## src/rtl/stack_mem_sequencer_pkg.sv

```systemverilog
// Shared stage/group indices and stack operation encoding for the RCALL/RET MEM sequencer.
package stack_mem_sequencer_pkg;
   localparam int STAGE_COUNT = 5;
   localparam int STAGE_IF    = 0;
   localparam int STAGE_ID    = 1;
   localparam int STAGE_EX    = 2;
   localparam int STAGE_MEM   = 3;
   localparam int STAGE_WB    = 4;

   localparam int GROUP_COUNT         = 4;
   localparam int GROUP_ALU           = 0;
   localparam int GROUP_BRANCH        = 1;
   localparam int GROUP_LDST          = 2;
   localparam int GROUP_TWO_CYCLE_MEM = 3;

   localparam int STACK_OP_W = 2;
   typedef enum logic [STACK_OP_W-1:0] {
      STACK_OP_NONE = 2'd0,
      STACK_OP_PUSH = 2'd1,
      STACK_OP_POP  = 2'd2
   } stack_op_e;
endpackage

```

## src/rtl/stack_mem_sequencer_stack_pointer_reg.sv

```systemverilog
// Stack pointer register: +2 after a pop, -1 per pushed byte, otherwise holds; resets to SP_INIT.
module stack_pointer_reg #(
   parameter int                ADDR_W  = 8,
   parameter logic [ADDR_W-1:0] SP_INIT = {ADDR_W{1'b1}}
) (
   input  logic              i_clk,
   input  logic              i_rst,
   input  logic              i_inc2,
   input  logic              i_dec1,
   output logic [ADDR_W-1:0] o_sp
);
   logic [ADDR_W-1:0] r_sp;

   always_ff @(posedge i_clk or posedge i_rst) begin
      if (i_rst)       r_sp <= SP_INIT;
      else if (i_inc2) r_sp <= r_sp + ADDR_W'(2);
      else if (i_dec1) r_sp <= r_sp - ADDR_W'(1);
   end

   assign o_sp = r_sp;
endmodule

```

## src/rtl/stack_mem_sequencer.sv

```systemverilog
// Two-cycle MEM sequencer for RCALL (push return PC) and RET (pop return PC, load in WB).
// Optional STACK_OVF_CHECK_EN suppresses over/underflowing operations and raises sticky stack_err.
module stack_mem_sequencer
   import stack_mem_sequencer_pkg::*;
#(
   parameter int                ADDR_W  = 8,
   parameter int                PC_W    = 10,
   parameter logic [ADDR_W-1:0] SP_INIT = {ADDR_W{1'b1}}
) (
   input  logic                   clk,
   input  logic                   reset,
   input  logic [STAGE_COUNT-1:0] pipeline_stage,
   input  logic                   cycle_count,
   input  logic [GROUP_COUNT-1:0] opcode_group,
   input  logic                   op_call,
   input  logic                   op_ret,
   input  logic [PC_W-1:0]        pc_ret,
   output logic [ADDR_W-1:0]      mem_addr,
   output logic [7:0]             mem_wdata,
   output logic                   mem_we,
   output logic                   mem_re,
   input  logic [7:0]             mem_rdata,
   output logic [ADDR_W-1:0]      sp,
   output logic                   pc_load,
   output logic [PC_W-1:0]        pc_out,
   output logic                   stack_err
);
   stack_op_e   r_op;
   stack_op_e   w_op;
   stack_op_e   w_op_nxt;
   logic [PC_W-1:0] r_pc;
   logic [7:0]  r_hi;
   logic [PC_W-1:0] r_pc_out;
   logic [15:0] w_pc16;
   logic        w_grp, w_id, w_ex, w_mem, w_wb;
   logic        w_inc2, w_dec1, w_ovf;
   logic        w_unused;

   assign w_grp  = opcode_group[GROUP_TWO_CYCLE_MEM];
   assign w_id   = pipeline_stage[STAGE_ID];
   assign w_ex   = pipeline_stage[STAGE_EX];
   assign w_mem  = pipeline_stage[STAGE_MEM];
   assign w_wb   = pipeline_stage[STAGE_WB];
   assign w_op   = w_grp ? r_op : STACK_OP_NONE;
   assign w_pc16 = 16'(r_pc);
   assign w_unused = &{1'b0, pipeline_stage[STAGE_IF], opcode_group};

   always_ff @(posedge clk or posedge reset) begin
      if (reset) r_op <= STACK_OP_NONE;
      else        r_op <= w_op_nxt;
   end

   always_comb begin
      w_op_nxt  = r_op;
      mem_addr  = '0;
      mem_wdata = '0;
      mem_we    = 1'b0;
      mem_re    = 1'b0;
      w_inc2    = 1'b0;
      w_dec1    = 1'b0;
      pc_load   = 1'b0;
      w_ovf     = 1'b0;
`ifdef STACK_OVF_CHECK_EN
      w_ovf = w_mem && !cycle_count &&
              ((w_op == STACK_OP_PUSH && sp < ADDR_W'(2)) ||
               (w_op == STACK_OP_POP  && sp > SP_INIT - ADDR_W'(2)));
`endif
      if (!w_grp)     w_op_nxt = STACK_OP_NONE;
      else if (w_id)  w_op_nxt = op_call ? STACK_OP_PUSH :
                                 op_ret  ? STACK_OP_POP  : STACK_OP_NONE;
      else if (w_wb)  w_op_nxt = STACK_OP_NONE;
      else if (w_ovf) w_op_nxt = STACK_OP_NONE;

      // A faulting op is dropped at cc0, so cc1 and WB see NONE.
      if (w_mem && !w_ovf) begin
         case (w_op)
            STACK_OP_PUSH: begin
               mem_addr  = sp;
               mem_wdata = cycle_count ? w_pc16[15:8] : w_pc16[7:0];
               mem_we    = 1'b1;
               w_dec1    = 1'b1;
            end
            STACK_OP_POP: begin
               mem_addr = cycle_count ? sp + ADDR_W'(2) : sp + ADDR_W'(1);
               mem_re   = 1'b1;
               w_inc2   = cycle_count;
            end
            default: ;
         endcase
      end
      if (w_wb && w_op == STACK_OP_POP) pc_load = 1'b1;
   end

   always_ff @(posedge clk or posedge reset) begin
      if (reset) begin
         r_pc     <= '0;
         r_hi     <= '0;
         r_pc_out <= '0;
      end else begin
         if (w_ex && w_op == STACK_OP_PUSH) r_pc <= pc_ret;
         if (mem_re && !cycle_count)        r_hi <= mem_rdata;
         if (mem_re && cycle_count)         r_pc_out <= PC_W'({r_hi, mem_rdata});
      end
   end

   assign pc_out = r_pc_out;

`ifdef STACK_OVF_CHECK_EN
   logic r_err;
   always_ff @(posedge clk or posedge reset) begin
      if (reset)      r_err <= 1'b0;
      else if (w_ovf) r_err <= 1'b1;
   end
   assign stack_err = r_err;
`else
   assign stack_err = 1'b0;
`endif

   stack_pointer_reg #(.ADDR_W(ADDR_W), .SP_INIT(SP_INIT)) u_sp (
      .i_clk  (clk),
      .i_rst  (reset),
      .i_inc2 (w_inc2),
      .i_dec1 (w_dec1),
      .o_sp   (sp)
   );
endmodule

```

## config.mk

```make
export PLATFORM = sky130hd
export DESIGN_NAME = stack_mem_sequencer
export DESIGN_NICKNAME = d
export VERILOG_FILES = /design/src/rtl/stack_mem_sequencer_pkg.sv /design/src/rtl/stack_mem_sequencer_stack_pointer_reg.sv /design/src/rtl/stack_mem_sequencer.sv
export SDC_FILE = /design/constraint.sdc
export NUM_CORES = 1
export LEC_CHECK = 0
export BUFFER_PORTS_ARGS = -buffer_cell sky130_fd_sc_hd__clkbuf_2
export CAP_MARGIN = 20
export CORE_MARGIN = 2
export CORE_UTILIZATION = 53
export CTS_BUF_LIST = sky130_fd_sc_hd__clkbuf_2 sky130_fd_sc_hd__clkbuf_4 sky130_fd_sc_hd__clkbuf_8
export DETAILED_ROUTE_END_ITERATION = 6
export HOLD_SLACK_MARGIN = 0.1
export MAX_ROUTING_LAYER = met4
export PLACE_DENSITY = 0.85
export REMOVE_ABC_BUFFERS = 1
export SLEW_MARGIN = 25
export SYNTH_ARGS = -nofsm -noshare
export SYNTH_HDL_FRONTEND = slang
export SYNTH_HIERARCHICAL = 1
export SYNTH_SLANG_ARGS = --single-unit
```

## constraint.sdc

```tcl
create_clock -name clk -period 6.9 [get_ports clk]
set_input_delay 1.38 -clock clk [delete_from_list [all_inputs] [get_ports clk]]
set_output_delay 1.38 -clock clk [all_outputs]
set_load 0.01 [all_outputs]
```

Word-level counts from Yosys, hierarchy flattened
Index checks and enable logic that the tools add are counted.
Operators by class
  add/sub/neg operators: 3
  equal/unequal tests: 3
  muxes and demuxes: 21
  reductions and logical operators: 6
Operators with widths (number)
  $mux 8: 7
  $pmux 8 s2: 1
  $mux 2: 6
  $add 8x1->8 const B: 1
  $add 8x2->8 const B: 1
  $sub 8x1->8 const B: 1
  $mux 1: 7
  $logic_and 1x1->1: 4
  $ne 3x3->1 const B: 1
  $eq 2x1->1 const B: 1
  $eq 2x2->1 const B: 1
  $reduce_bool 2->1: 1
  $logic_not 1->1: 1
Storage, ports and cells
  register bits: 32
  bits of input ports: 32
  word-level logic and storage cells: 38

Depth between registers and ports, before layout
Gate-level depths: netlist of run 1.
  depth in word-level cells: 6
  depth in mapped cells: 12

Hierarchy
The synthesis of run 1 kept the hierarchy.
Modules (own cells, without submodules)
  stack_mem_sequencer: instances 1, cells an instance 129, area each 1363.8 µm²
  stack_pointer_reg: instances 1, cells an instance 48, area each 486.7 µm²

Worst setup path before layout of run 1
Ideal clock, no wire load.
  kind: input port to output port
  start point: input port opcode_group[3]
  end point: output port mem_addr[7]
  data arrival time: 2.759 ns
  required time: 5.520 ns
  slack: 2.761 ns
  cell stages on the path: 6
  cell sequence: and2_1 > ha_1 > nand2b_1 > buf_1 > or4_1 > nand3_1
Between the ends
  longest elaborated chain between the ends: 4
RTL lines
  from (decl): line stack_mem_sequencer.sv:14  | input logic [GROUP_COUNT-1:0] opcode_group,
  $mux 2 (*): line stack_mem_sequencer.sv:44  | assign w_op = w_grp ? r_op : STACK_OP_NONE;
  $eq 2x2->1 / $eq 2x1->1 (equally long branches): line stack_mem_sequencer.sv:76  | case (w_op)
  $pmux 8 s2 (*): line stack_mem_sequencer.sv:76
  $mux 8 (*): line stack_mem_sequencer.sv:75  | if (w_mem && !w_ovf) begin
  to (decl): line stack_mem_sequencer.sv:18  | output logic [ADDR_W-1:0] mem_addr,
Every way passes the cells marked *; elsewhere a longest branch is shown, timed or not.

Final worst setup path of run 1
Ends and elaborated chain as after synthesis.

==> flow_metrics.env, run 1 <==
export IMPL_synth_top_family_by_area="simple AND/OR/NAND/NOR gates"
export IMPL_setup_viol=0
export IMPL_grt_max_degree=25
export IMPL_ys_types=43
export IMPL_pre_cts_ws_ns=2.523
export IMPL_final_max_slew_viol_count=0
export IMPL_rsz0062_at_grt="no"
export IMPL_yosys_area_top_type="dfrtp_1"
export IMPL_synth_xor_area_share_pct=4.260
export IMPL_maxCapViolations=0
export IMPL_hp_class="flop to flop"
export IMPL_synth_simple_area_share_pct=17.44
export IMPL_yosysSeqAreaShare_pct=43.81
export IMPL_postSynth_asyncResetShare_pct=100.0
export IMPL_dpl_instance_area_um2=2187
export IMPL_nets=281
export IMPL_final_cell_mix="clkbuf_2 (64), dfrtp_1 (24), mux2_2 (22)"
export IMPL_place_congestion=0.8357
export IMPL_fin_setup_tns_ns=0
export IMPL_fillCellCount=279
export IMPL_synth_ff_type="dfrtp_1"
export IMPL_power_total_mw=0.6241
export IMPL_hold_buffers=0
export IMPL_ys_ff_latch=32
export IMPL_grtUsageTotal_pct=22.22
export IMPL_crit_family="simple AND/OR/NAND/NOR gates"
export IMPL_setup_slack_ns=2.513
export IMPL_cts_htree_levels=2
export IMPL_arrival_ns=3.01
export IMPL_netlist_top_cells_area="dfrtp_1 (32%), mux2_2 (13%), dfstp_2 (11%)"
export IMPL_port_buffers=64
export IMPL_root_buffer="clkbuf_4"
export IMPL_hold_violations=0
export IMPL_critPathSlowestCell="or4_1"
export IMPL_crit_chain="clkbuf_2, and2_1, ha_1, nand2b_1, or4_1, nand3_1, clkbuf_2"
export IMPL_multi_input_area_um2=960.9
export IMPL_cp_start_kind="input port"
export IMPL_slew_headroom_pct=45.68
export IMPL_std_cell_rows=21
export IMPL_yosys_area_top_type_share_pct=32.45
export IMPL_reg2reg_setup_slack_ns=4.27
export IMPL_crit_path_end_kind="output port"
export IMPL_leakage_nw=1.118
export IMPL_power_density_nw_per_um2=277.0
export IMPL_start_util_pct=55.46
export IMPL_syn_to_final_growth_pct=21.77
export IMPL_worst_setup_path_type="input port to output port"
export IMPL_cts_made_buffers=5
export IMPL_fin_crit_sh_pct=63.58
export IMPL_status="complete, no violations"
export IMPL_path_clk_slew_ns=0.10
export IMPL_vias_per_cell=5.274
export IMPL_finalCriticalPeriod_ns=4.387
export IMPL_fp_dieW_um=63.09
export IMPL_synth_edf_count=0
export IMPL_ir_drop_v=0.0001859
export IMPL_clock_path_buffers=2
export IMPL_syn_inst=177
export IMPL_hpwl_um=2910
export IMPL_max_stage_delay_ns=0.56
export IMPL_synth_mux_area_share_pct=15.01
export IMPL_cts_tree="built"
export IMPL_drt_pass1_iter_count=4
export IMPL_vias=1519
export IMPL_ctsResizeCount=0
export IMPL_regArea_um2=810.8
export IMPL_final_area_um2=2253
export IMPL_wl_um=3837
export IMPL_ys_warn_count=6
export IMPL_syn_area_per_cell_um2=10.45
export IMPL_cp_common_cell="clkbuf_2"
export IMPL_clk_latency_ns=0.34
export IMPL_post_route_drc_count=0
export IMPL_required_ns=5.52
export IMPL_overflow=0
export IMPL_cts_setup_buffers=0
export IMPL_tightest_slew_ns=0.8099
export IMPL_layout_drive_gt1_share_pct=44.63
export IMPL_antenna_found_initial=0
export IMPL_final_core_util_pct=67.53
export IMPL_cts_sinks=32
export IMPL_netlist_area_um2=1851
export IMPL_crit_path_max_fanout=8
export IMPL_final_antenna_net_count=0
export IMPL_core_area_um2=3337
export IMPL_num_antenna_cells=0
export IMPL_grt_pass1_vias=1511
export IMPL_cp_num_buf_inv=2
export IMPL_grt_pass1_wl_um=6727
export IMPL_max_freq_mhz=228.0
export IMPL_mostFrequentLayoutCell="clkbuf_2"
export IMPL_die_h_um=63.09
export IMPL_wl_per_cell_um=13.32
export IMPL_io_pin_count=70
export IMPL_synth_compound_area_share_pct=9.601
export IMPL_drt_iter0_drc=110
export IMPL_clock_skew_ns=0.01395
export IMPL_synth_fa_ha_area_share_pct=5.409
export IMPL_dieArea_um2=3980
-- final cells by class --
| cell class | count | share of cell area [%] |
|---|---|---|
| multi-input combinational | 128 | 42.64 |
| sequential | 32 | 35.98 |
| timing repair buffer | 64 | 14.21 |
| clock buffer | 7 | 2.610 |
| tap | 46 | 2.554 |
| inverter | 10 | 1.666 |
| clock inverter | 1 | 0.3331 |
-- layer usage --
metal	share of wire, %	vias up	GRT usage (%)
li1	-	742	-
met1	43	708	27.24
met2	48	63	34.84
met3	6.5	6	5.536
met4	1.7	0	10.00
met5	0	-	-
-- cells in the mapped netlist, drive strengths merged, types with 3 or more instances --
| master | n |
|---|---|
| nor2 | 7 |
| dfrtp | 24 |
| xor2 | 4 |
| nor2b | 4 |
| dfstp | 8 |
| and2 | 9 |
| a21oi | 6 |
| inv | 10 |
| mux2 | 22 |
| nand2 | 17 |
| nand3 | 4 |
| buf | 6 |
| xnor2 | 5 |
| a31oi | 4 |
| nand4 | 3 |
| mux2i | 3 |
| ha | 8 |
| nand2b | 4 |
| o211ai | 4 |
-- cells by family (layout without fill, tap and decap cells) --
group           count (synthesis)  count (layout)
simple gates                   59              59
flops                          32              32
compound gates                 26              26
mux                            25              25
buf+inv                        17              82
xor+xnor                        9               9
fa+ha+maj                       8               8
other cells                     1               1
-- registers in the layout, indices dropped and copies added, names as in the netlist --
register / cells
u_sp/o_sp: 8
r_pc: 10
r_op: 2
pc_out: 10
r_hi: 2
-- power breakdown --
| group | total [mW] | switching (mW) | internal (mW) |
|---|---|---|---|
| logic | 0.187 | 0.0921 | 0.0948 |
| clock network | 0.118 | 0.0643 | 0.0538 |
| registers | 0.319 | 0.0698 | 0.249 |
| total | 0.624 | 0.226 | 0.398 |
-- worst register-to-register path: stages, from the launching register on --
cell	delay [ns]
dfrtp_1	0.39
and2_1	0.15
inv_1	0.06
ha_1	0.43
and2_1	0.23
nand2_1	0.29
inv_1	0.33
and3_1	0.22
nand4_1	0.12
a21oi_2	0.18
xor2_1	0.16
-- per-stage QoR --
step / hold WS, ns / cells
2_1_floorplan: 0.4706 / 170
3_3_place_gp: 0.4774 / 280
3_5_place_dp: 0.4864 / 280
4_1_cts: 0.5092 / 288
5_1_grt: 0.5239 / 288
6_report: 0.5092 / 288
-- worst paths after layout --
| kind | start | end | cells after the start |
|---|---|---|---|
| min reg2reg | r_pc[5]$_DFFE_PP0P_ | r_pc[5]$_DFFE_PP0P_ | 1 |
| max in group asynchronous | reset | pc_out[1]$_DFFE_PP0P_ | 2 |
| max | opcode_group[3] | mem_addr[7] | 7 |
| max reg2reg | r_op[0]$_DFFE_PP0P_ | u_sp/o_sp[7]$_DFFE_PP1P_ | 10 |
| min in group asynchronous | reset | r_hi[0]$_DFFE_PP0P_ | 2 |
| min | r_pc[5]$_DFFE_PP0P_ | r_pc[5]$_DFFE_PP0P_ | 1 |
Note: power is estimated with default switching activity, not from simulation.
==> run 2, diff against run 1 <==
--- a/config.mk
+++ b/config.mk
@@ -8,12 +8,12 @@
 export BUFFER_PORTS_ARGS = -buffer_cell sky130_fd_sc_hd__clkbuf_2
 export CAP_MARGIN = 20
 export CORE_MARGIN = 2
-export CORE_UTILIZATION = 53
+export CORE_UTILIZATION = 46
 export CTS_BUF_LIST = sky130_fd_sc_hd__clkbuf_2 sky130_fd_sc_hd__clkbuf_4 sky130_fd_sc_hd__clkbuf_8
 export DETAILED_ROUTE_END_ITERATION = 6
 export HOLD_SLACK_MARGIN = 0.1
 export MAX_ROUTING_LAYER = met4
-export PLACE_DENSITY = 0.85
+export PLACE_DENSITY = 0.79
 export REMOVE_ABC_BUFFERS = 1
 export SLEW_MARGIN = 25
 export SYNTH_ARGS = -nofsm -noshare
==> constraint.sdc (replaced) <==
create_clock -name clk -period 3.67 [get_ports clk]
set_input_delay 0.734 -clock clk [delete_from_list [all_inputs] [get_ports clk]]
set_output_delay 0.734 -clock clk [all_outputs]
set_load 0.01 [all_outputs]
==> run 2 against run 1 <==
Power rose by 100%. Setup slack worse by 1.9 ns. Worst hold slack got worse by 0.014 ns. Sequential cell count is the same. Sequential power grew 87%. Largest cell class unchanged. Largest power group unchanged.
==> flow_metrics.env, run 2 (synthesis results as in run 1) <==
export IMPL_status="complete, no violations"
export IMPL_cts_sinks=32
export IMPL_cts_tree="built"
export IMPL_power_total_mw=1.270
export IMPL_arrival_ns=2.36
export IMPL_clock_path_buffers=2
export IMPL_worst_hold_slack_ns=0.4952
export IMPL_power_density_nw_per_um2=549.7
export IMPL_layout_drive_gt1_share_pct=44.86
export IMPL_max_freq_mhz=323.1
export IMPL_hold_buffers=0
export IMPL_fp_dieW_um=67.43
export IMPL_place_congestion=0.8325
export IMPL_leakage_nw=1.141
export IMPL_final_max_slew_viol_count=0
export IMPL_clock_skew_ns=0.003342
export IMPL_std_cell_rows=23
export IMPL_slew_headroom_pct=44.03
export IMPL_clk_latency_ns=0.28
export IMPL_io_pin_count=70
export IMPL_wl_per_cell_um=13.01
export IMPL_maxCapViolations=0
export IMPL_nets=282
export IMPL_antenna_found_initial=0
export IMPL_reg2reg_setup_slack_ns=1.39
export IMPL_crit_path_end_kind="output port"
export IMPL_vias_per_cell=5.099
export IMPL_rsz0062_at_grt="no"
export IMPL_cts_made_buffers=5
export IMPL_drt_pass1_iter_count=5
export IMPL_core_area_um2=3943
export IMPL_wl_um=3813
export IMPL_fin_crit_sh_pct=84.33
export IMPL_cts_setup_buffers=0
export IMPL_ctsResizeCount=0
export IMPL_final_cell_mix="clkbuf_2 (64), dfrtp_1 (24), mux2_2 (22)"
export IMPL_setup_viol=0
export IMPL_fin_setup_tns_ns=0
export IMPL_post_route_drc_count=0
export IMPL_hpwl_um=2933
export IMPL_root_buffer="clkbuf_8"
export IMPL_tightest_slew_ns=0.8344
export IMPL_crit_path_max_fanout=8
export IMPL_syn_to_final_growth_pct=24.88
export IMPL_vias=1494
export IMPL_grtUsageTotal_pct=18.68
export IMPL_grt_max_degree=25
export IMPL_overflow=0
export IMPL_final_antenna_net_count=0
export IMPL_die_h_um=67.43
export IMPL_port_buffers=64
export IMPL_dieArea_um2=4546
export IMPL_finalCriticalPeriod_ns=3.095
export IMPL_grt_pass1_vias=1402
export IMPL_grt_pass1_wl_um=6230
export IMPL_cts_htree_levels=2
export IMPL_cp_start_kind="input port"
export IMPL_mostFrequentLayoutCell="clkbuf_2"
export IMPL_drt_iter0_drc=94
export IMPL_ir_drop_v=0.0003498
export IMPL_hp_class="input port to asynchronous set/reset pin"
export IMPL_num_antenna_cells=0
export IMPL_worst_setup_path_type="input port to output port"
export IMPL_start_util_pct=46.94
export IMPL_hold_violations=0
export IMPL_required_ns=2.94
export IMPL_path_clk_slew_ns=0.07
run 2: final timing paths:
check | from | to | depth (start not counted)
max in group asynchronous | reset | r_hi[1]$_DFFE_PP0P_ | 2
min in group clk | r_pc[7]$_DFFE_PP0P_ | r_pc[7]$_DFFE_PP0P_ | 1
max | opcode_group[3] | mem_addr[7] | 7
min reg2reg | r_pc[7]$_DFFE_PP0P_ | r_pc[7]$_DFFE_PP0P_ | 1
min | reset | r_pc[9]$_DFFE_PP0P_ | 2
max reg2reg | r_op[0]$_DFFE_PP0P_ | u_sp/o_sp[7]$_DFFE_PP1P_ | 10
run 2: where the power goes:
| part | internal [mW] | switching, mW |
|---|---|---|
| Sequential | 0.469 | 0.125 |
| Combinational | 0.177 | 0.167 |
| Clock | 0.201 | 0.131 |
run 2: worst max-delay path, cell delays in order:
cell and delay, ns:
clkbuf_2 0.10, and2_1 0.17, ha_1 0.30, nand2b_1 0.27, or4_1 0.56, nand3_1 0.10, clkbuf_2 0.13
run 2: per-stage QoR:
stage          worst slack, ns  cell area, um^2  cells  util, %
4_1_cts                 0.5546             2311    293    58.62
6_report                0.5749             2311    293    58.62
5_1_grt                 0.4695             2311    293    58.62
3_5_place_dp            0.5548             2200    285    55.79
3_3_place_gp            0.5835             2200    285    55.79
2_1_floorplan           0.8752             1809    170        -
run 2: area by class of cell:
class                           instances  area, um^2
Fill cell                             336        1632
Multi-Input combinational cell        128       960.9
Sequential cell                        32       810.8
Timing Repair Buffer                   65       327.8
Clock buffer                            5       68.82
Tap cell                               50       62.56
Clock inverter                          3       42.54
Inverter                               10       37.54
run 2: metal layers:
metal,track usage [%],share of wire (%)
met1,21.79,45
met2,30.82,47
met3,6.167,7.2
met4,5.357,0.89
met5,-,0
==> run 3, diff against run 2 <==
==> constraint.sdc (replaced) <==
create_clock -name clk -period 2.7 [get_ports clk]
set_input_delay 0.54 -clock clk [delete_from_list [all_inputs] [get_ports clk]]
set_output_delay 0.54 -clock clk [all_outputs]
set_load 0.01 [all_outputs]
==> run 3 against run 2 <==
Final area up 1.9%. Sequential share of layout area decreased by 0.65 points. Sequential power grew 29%. Via count grew 3.5%. Register-to-register slack got worse by 0.81 ns. Non-clock buffer count rose by 9. Power up 32%. Routed wire length grew 3.8%. Clock skew grew 0.0042 ns. First-iteration DRC count is 1.1% lower. Die area did not move. Setup slack got worse by 0.44 ns. Largest cell class unchanged. Largest power group unchanged.
==> flow_metrics.env, run 3 (synthesis results as in run 1) <==
export IMPL_dieArea_um2=4546
export IMPL_hp_class="input port to asynchronous set/reset pin"
export IMPL_num_antenna_cells=0
export IMPL_setup_viol=0
export IMPL_fin_crit_sh_pct=95.16
export IMPL_final_cell_mix="clkbuf_2 (64), dfrtp_1 (24), mux2_2 (22)"
export IMPL_fp_dieW_um=67.43
export IMPL_cts_made_buffers=5
export IMPL_nets=291
export IMPL_antenna_found_initial=0
export IMPL_arrival_ns=2.03
export IMPL_layout_drive_gt1_share_pct=47.01
export IMPL_worst_hold_slack_ns=0.3079
export IMPL_status="complete, no violations"
export IMPL_drt_pass1_iter_count=4
export IMPL_clk_latency_ns=0.28
export IMPL_grt_max_degree=25
export IMPL_grtUsageTotal_pct=19.58
export IMPL_crit_path_end_kind="output port"
export IMPL_root_buffer="clkbuf_8"
export IMPL_rsz0062_at_grt="no"
export IMPL_finalNonFillerCells=301
export IMPL_dp_cells=293
export IMPL_grt_pass1_vias=1434
export IMPL_slew_headroom_pct=44.71
export IMPL_syn_to_final_growth_pct=27.25
export IMPL_final_max_slew_viol_count=0
export IMPL_cp_start_kind="flop"
export IMPL_hold_violations=0
export IMPL_max_freq_mhz=389.2
export IMPL_overflow=0
export IMPL_cts_tree="built"
export IMPL_tightest_slew_ns=0.8243
export IMPL_crit_path_max_fanout=7
export IMPL_port_buffers=64
export IMPL_clock_path_buffers=2
export IMPL_drt_iter0_drc=93
export IMPL_critPathSlowestCell="dfstp_2"
export IMPL_mostFrequentLayoutCell="clkbuf_2"
export IMPL_required_ns=2.16
export IMPL_hpwl_um=3011
export IMPL_final_antenna_net_count=0
export IMPL_leakage_nw=1.177
export IMPL_wl_per_cell_um=13.15
export IMPL_start_util_pct=46.94
export IMPL_crit_family="flip-flops"
export IMPL_grt_pass1_wl_um=6430
export IMPL_place_congestion=0.7952
export IMPL_vias=1546
export IMPL_die_h_um=67.43
export IMPL_maxCapViolations=0
export IMPL_vias_per_cell=5.136
export IMPL_max_stage_delay_ns=0.59
export IMPL_final_area_um2=2355
export IMPL_std_cell_rows=23
export IMPL_final_core_util_pct=59.73
export IMPL_finalCriticalPeriod_ns=2.569
export IMPL_cts_sinks=32
export IMPL_hold_buffers=0
export IMPL_cts_htree_levels=2
export IMPL_cp_num_buf_inv=1
export IMPL_core_area_um2=3943
export IMPL_worst_setup_path_type="flop to output port"
export IMPL_wl_um=3959
export IMPL_fin_setup_tns_ns=0
export IMPL_dpl_instance_area_um2=2260
export IMPL_crit_chain="ha_1, o2111ai_2, or3b_2, a31oi_1, clkbuf_2"
export IMPL_clock_skew_ns=0.007544
export IMPL_post_route_drc_count=0
export IMPL_io_pin_count=70
export IMPL_ir_drop_v=0.0003411
export IMPL_path_clk_slew_ns=0.06
export IMPL_power_density_nw_per_um2=710.3
## run 3: cell count changes in the layout (fill, tap and decap cells not counted)
cell and change:
buf_4 +9, bufinv_16 -1, o2111ai_1 -1, o2111ai_2 +1, clkinvlp_4 -1, clkbuf_4 +1
## run 3: cell type report
cell class              instances  area (um^2)
multi-input cells             128        967.2
clock inverters                 1        5.005
fillers                       338         1588
inverters                      10        37.54
well taps                      50        62.56
flip-flops and latches         32        810.8
repair buffers                 74        395.4
clock buffers                   6        76.32
## run 3: metal layers
metal	part of all wire (%)	wire, um	GRT usage (%)	vias up
met3	5.8	230	6.333	5
met5	0	0	-	-
li1	-	-	-	762
met2	47	1861	30.32	48
met4	1.2	46	7.653	0
met1	46	1820	23.73	731
## run 3: final timing paths
check,end,slack (ns),from,depth (start not counted)
worst max-delay path,mem_addr[5],0.13,u_sp/o_sp[1]$_DFFE_PP1P_,5
worst min-delay path,r_pc[7]$_DFFE_PP0P_,0.31,reset,2
worst max register to register,u_sp/o_sp[7]$_DFFE_PP1P_,0.58,r_op[0]$_DFFE_PP0P_,10
worst min register to register,r_pc[5]$_DFFE_PP0P_,0.50,r_pc[5]$_DFFE_PP0P_,1
max in group asynchronous,pc_out[2]$_DFFE_PP0P_,2.00,reset,2
min in group clk,pc_out[6]$_DFFE_PP0P_,0.49,mem_rdata[6],2
## run 3: power by group
part	internal [mW]	leakage [nW]	switching (mW)
sequential	0.636	0.393	0.131
combinational	0.275	0.739	0.283
clock	0.185	0.0445	0.163
total	1.10	1.18	0.577
## run 3: through the flow
stage	total power [mW]	worst slack [ns]
5_1_grt	1.796	0.01247
4_1_cts	1.677	0.03788
3_3_place_gp	1.297	0.1578
6_report	1.673	0.1307
2_1_floorplan	1.103	0.2265
3_5_place_dp	1.322	0.1329
## run 3: what timing repair did
item	CTS	global route
resized for setup	0	1
setup buffers	0	1
setup endpoints to repair	0	4
